==> src/rtl/seg7_pkg.sv <==
// Shared definitions for the seven-segment counter monitor:
// FSM state encoding and the hex-to-segment lookup table.
package seg7_pkg;

    localparam int unsigned SEG_W = 7;
    localparam int unsigned HEX_W = 4;

    typedef enum logic [1:0] {
        ST_BLANK = 2'd0,
        ST_SHOW  = 2'd1,
        ST_HOLD  = 2'd2
    } state_e;

    localparam logic [SEG_W-1:0] SEG_OFF = 7'h00;

    // Segments {g,f,e,d,c,b,a}, active high; entry 15 is the leftmost element.
    localparam logic [15:0][SEG_W-1:0] SEG_LUT = {
        7'h71, 7'h79, 7'h5E, 7'h39, 7'h7C, 7'h77, 7'h6F, 7'h7F,
        7'h07, 7'h7D, 7'h6D, 7'h66, 7'h4F, 7'h5B, 7'h06, 7'h3F
    };

endpackage

==> src/rtl/seg7_decode.sv <==
// Combinational hex digit to seven-segment pattern lookup.
// Ports: hex_i  - 4-bit digit
//        seg_c  - segments {g,f,e,d,c,b,a}, active high (combinational)
module seg7_decode
    import seg7_pkg::*;
(
    input  logic [HEX_W-1:0] hex_i,
    output logic [SEG_W-1:0] seg_c
);

    always_comb begin
        seg_c = SEG_LUT[hex_i];
    end

endmodule

==> src/rtl/seg7_monitor.sv <==
// Samples an upstream counter on a prescaled tick, shows it on a
// seven-segment display and lights the decimal point for HOLD cycles
// whenever the sampled value wraps (goes numerically down).
// Optional build macro SEG7_MONITOR_BLINK_EN: display blinks while frozen.
// Ports: clk_i          - clock, rising edge
//        rst_i          - synchronous reset, active low
//        counter_val_i  - upstream counter value (BW bits)
//        enable_i       - 1 = sample and track, 0 = freeze display
//        seg_o          - registered segments {g,f,e,d,c,b,a}
//        dp_o           - registered decimal point, wrap indication
module seg7_monitor
    import seg7_pkg::*;
#(
    parameter int unsigned BW   = 3,
    parameter int unsigned DIV  = 4,
    parameter int unsigned HOLD = 8
) (
    input  logic              clk_i,
    input  logic              rst_i,
    input  logic [BW-1:0]     counter_val_i,
    input  logic              enable_i,
    output logic [SEG_W-1:0]  seg_o,
    output logic              dp_o
);

    localparam int unsigned PW = (DIV > 1) ? $clog2(DIV) : 1;
    localparam int unsigned HW = $clog2(HOLD + 1);

    logic [PW-1:0]    pre_q, pre_d;
    logic [HEX_W-1:0] val_q, val_d;
    logic [HW-1:0]    hold_q, hold_d;
    state_e           state_q, state_d;
    logic [SEG_W-1:0] seg_q, seg_d;
    logic             dp_q, dp_d;
    logic             tick_c;
    logic             capture_c;
    logic             wrap_c;
    logic [HEX_W-1:0] val_ext_c;
    logic [SEG_W-1:0] dec_seg_c;
`ifdef SEG7_MONITOR_BLINK_EN
    logic             blink_q, blink_d;
`endif

    seg7_decode u_decode (
        .hex_i (val_q),
        .seg_c (dec_seg_c)
    );

    // Next-state and output logic
    always_comb begin
        pre_d     = pre_q;
        val_d     = val_q;
        hold_d    = hold_q;
        state_d   = state_q;
        seg_d     = SEG_OFF;
        dp_d      = 1'b0;
        tick_c    = (pre_q == PW'(DIV - 1));
        capture_c = tick_c && enable_i;
        val_ext_c = HEX_W'(counter_val_i);
        // The first capture out of BLANK never counts as a wrap.
        wrap_c    = capture_c && (state_q == ST_SHOW) && (val_ext_c < val_q);

        pre_d = tick_c ? '0 : pre_q + PW'(1);

        if (capture_c) begin
            val_d = val_ext_c;
        end

        // Reload has priority over the running decrement.
        if (wrap_c) begin
            hold_d = HW'(HOLD);
        end else if (hold_q != '0) begin
            hold_d = hold_q - HW'(1);
        end

        case (state_q)
            ST_BLANK: if (capture_c) state_d = ST_SHOW;
            ST_SHOW:  if (!enable_i) state_d = ST_HOLD;
            ST_HOLD:  if (enable_i)  state_d = ST_SHOW;
            default:  state_d = ST_BLANK;
        endcase

        if (state_q != ST_BLANK) begin
            seg_d = dec_seg_c;
        end

`ifdef SEG7_MONITOR_BLINK_EN
        blink_d = blink_q;
        if (state_d != ST_HOLD) begin
            blink_d = 1'b0;
        end else if ((state_q == ST_HOLD) && tick_c) begin
            blink_d = ~blink_q;
        end
        if ((state_q == ST_HOLD) && blink_q) begin
            seg_d = SEG_OFF;
        end
`endif

        dp_d = (hold_q != '0);
    end

    // State registers
    always_ff @(posedge clk_i) begin
        if (!rst_i) begin
            pre_q   <= '0;
            val_q   <= '0;
            hold_q  <= '0;
            state_q <= ST_BLANK;
            seg_q   <= SEG_OFF;
            dp_q    <= 1'b0;
`ifdef SEG7_MONITOR_BLINK_EN
            blink_q <= 1'b0;
`endif
        end else begin
            pre_q   <= pre_d;
            val_q   <= val_d;
            hold_q  <= hold_d;
            state_q <= state_d;
            seg_q   <= seg_d;
            dp_q    <= dp_d;
`ifdef SEG7_MONITOR_BLINK_EN
            blink_q <= blink_d;
`endif
        end
    end

    assign seg_o = seg_q;
    assign dp_o  = dp_q;

endmodule

==> config.mk <==
export PLATFORM = sky130hd
export DESIGN_NAME = seg7_monitor
export DESIGN_NICKNAME = d
export VERILOG_FILES = /design/src/rtl/seg7_pkg.sv /design/src/rtl/seg7_decode.sv /design/src/rtl/seg7_monitor.sv
export SDC_FILE = /design/constraint.sdc
export NUM_CORES = 1
export LEC_CHECK = 0
export ABC_AREA = 1
export BUFFER_PORTS_ARGS = -buffer_cell sky130_fd_sc_hd__buf_4
export CAP_MARGIN = 20
export CORE_MARGIN = 2
export CORE_UTILIZATION = 52
export DETAILED_ROUTE_END_ITERATION = 7
export MAX_ROUTING_LAYER = met4
export PLACE_DENSITY = 0.75
export SYNTH_ARGS = -nofsm -noshare
export SYNTH_HDL_FRONTEND = slang
export SYNTH_SLANG_ARGS = --single-unit
==> constraint.sdc <==
create_clock -name clk_i -period 1.45 [get_ports clk_i]
set_clock_uncertainty 0.15 [all_clocks]
set_input_delay 0.0725 -clock clk_i [delete_from_list [all_inputs] [get_ports clk_i]]
set_output_delay 0.0725 -clock clk_i [all_outputs]
set_load 0.03 [all_outputs]
==> metrics.txt <==
all-layer global routing usage=19.2%; Total Wirelength=1590 µm; CP max FO=2; CP Capture Type=flip-flop; CP peak stage delay=0.54 ns; GPL Wtd Cong=0.858; Leak=0.549 nW; Num CTS Buffers=3; synth warn=0; maximum vdd drop=1000 µV; Syn Nets=122; Die Ht=44.2 µm; placed cells=139; Pwr per Cell Area=1220 mW/mm²; required time worst endpoint=1.51 ns; TritonCTS clock tree=built; synthesis-to-finish area growth=31.4%; Die W=44.2 µm; fillers=118; Critical Path Start=counter_val_i[1]; port bufs=13; gr ovfl total=0; dpl ws=0.0507 ns; mapped cell area=842 µm²; fmax=0.722 GHz; Worst-Margin Slew=0.222 ns; CP Cell Sequence=dlygate4sd3_1 -> buf_4 -> ha_1 -> nand2_1 -> inv_1 -> nand2_1 -> nand3_2 -> a21oi_1; Slew Limit Fails=0; first-pass GRT wire length=2680 µm; Clock Path Buffers=2; die area=0.00196 mm²; Worst-path clk slew=0.10 ns; Cell Count, Final, Fillers Out=148; TritonCTS Sinks=19; Final min period=1.38 ns; top cell family by delay on the critical path=buffers and inverters; post-route core utilization=73.4%; worst setup path class=in -> reg; sequential element share of the synthesized area=45.2%; DRT antenna net count=0; reg2reg start=val_q[1]$_SDFFE_PN0P_; Setup violations, final=0; # diodes=0; Max Cap Violations=0; Setup WS post-layout=0.0656 ns; design area=0.00111 mm²; CP dominant cell by count=nand2_1; result of the run=completed; startpoint types=input port; vias after detailed routing=716; # IOs=14; initial drt markers=14; Post-route DRC=0; endpoints failing hold=0; worst hold start=pre_q[0]$_SDFF_PP0_; post-synth cell types=14; vias per cell=4.84; pin count of the biggest net entering global routing=11; commonest non-fill, non-tap cells in the layout=nand2_1 (18), dfxtp_1 (18), buf_4 (18); worst skew pair latency=0.28 ns; Final nets=150; Clock Tree Root=clkbuf_4; min-delay worst type=reg -> reg; synthesized flop and latch total=19; post-CTS setup buffer count=0; Starting Density=55.9%; placed cell area=997 µm²; Worst Path Arrival=1.45 ns; Tcrit/Tclk final=95.5%; crit path buf inv count=3; post-DR wirelength/cell=10.7 µm; layout cells sized above 1=21.2%; drt pass-1 iters=4; H-tree levels=1; antenna violations before repair=0; vias in the first global route=661; Max stage delay cell, worst path=dlygate4sd3_1; num rows=14; Syn Inst Count=105; core area=0.00151 mm²; Syn Area/Cell=8.02 µm²; hpwl dp=1150 µm; Slew Limit Headroom=85.1%
-- routing by layer --
layer	global-route usage (%)	up-vias	wire (µm)
met3	3.67	2	62
met1	21.1	316	721
met2	35.0	17	795
met4	5.45	0	10
li1	-	381	-
met5	-	-	0
-- worst paths after layout --
| kind | end | slack (ns) | cells past startpoint |
|---|---|---|---|
| worst max-delay path | hold_q[3]$_SDFFE_PN0P_ | 0.07 | 8 |
| worst min-delay path | pre_q[0]$_SDFF_PP0_ | 0.31 | 1 |
| worst max register to register | hold_q[3]$_SDFFE_PN0P_ | 0.08 | 7 |
| worst min register to register | pre_q[0]$_SDFF_PP0_ | 0.31 | 1 |
-- repair_timing --
item                       CTS  global route
setup endpoints to repair    0             4
hold buffers                 5             0
gates resized for setup      0             7
hold endpoints to repair    12             0
-- synth_stat cells --
master   instances  area, µm²
a21oi_1          9       45.0
dfxtp_1         19        380
ha_1            11        138
inv_1           15       56.3
inv_2            1       3.75
nand2_1         19       71.3
nand3_1          5       25.0
nor2_1          14       52.6
nor3_1           2       10.0
nor3b_1          2       15.0
o21ai_0          5       25.0
o21ai_1          1       5.00
or2_0            1       6.26
xor2_1           1       8.76
-- cell type report --
class                           count  area [µm²]  area share (%)
Timing Repair Buffer               23         185            16.7
Multi-Input combinational cell     70         433            39.1
Sequential cell                    19         382            34.5
Tap cell                           16        20.0            1.81
Clock buffer                        4        26.3            2.38
Inverter                           16        60.1            5.43
-- logic make-up after synthesis --
family          synth area share (%)
simple gates                    21.4
flops                           45.2
buf+inv                         7.13
compound gates                  8.91
fa+ha+maj                       16.3
xor+xnor                        1.04
-- stage by stage --
step                      power (W)  hold WS (ns)  setup TNS (ns)
after global placement      0.00105         0.104               0
after floorplan            0.000945      -0.00135               0
after CTS                   0.00133         0.300               0
final                       0.00135         0.308               0
after global routing        0.00145         0.324        -0.00768
after detailed placement    0.00106         0.117               0
-- state kept, by name, summed over array words and instances (netlist names) --
signal	flops
val_q	3
state_q	2
pre_q	2
dp_o	1
hold_q	4
seg_o	7
-- where the power goes --
part,switching (W),internal [W],total (W)
clock,0.000147,0.000107,0.000254
sequential,0.0000400,0.000591,0.000631
combinational,0.000276,0.000190,0.000466
-- worst reg2reg max path: cells and delay by family, from the launching register on --
family | cells | cell delay (ns)
DFF | 1 | 0.36
adders and majority gates | 1 | 0.27
and+or+nand+nor | 3 | 0.22
AOI/OAI and AO/OA | 1 | 0.17
buffers and inverters | 2 | 0.13
(Power assumes the default switching activity.)
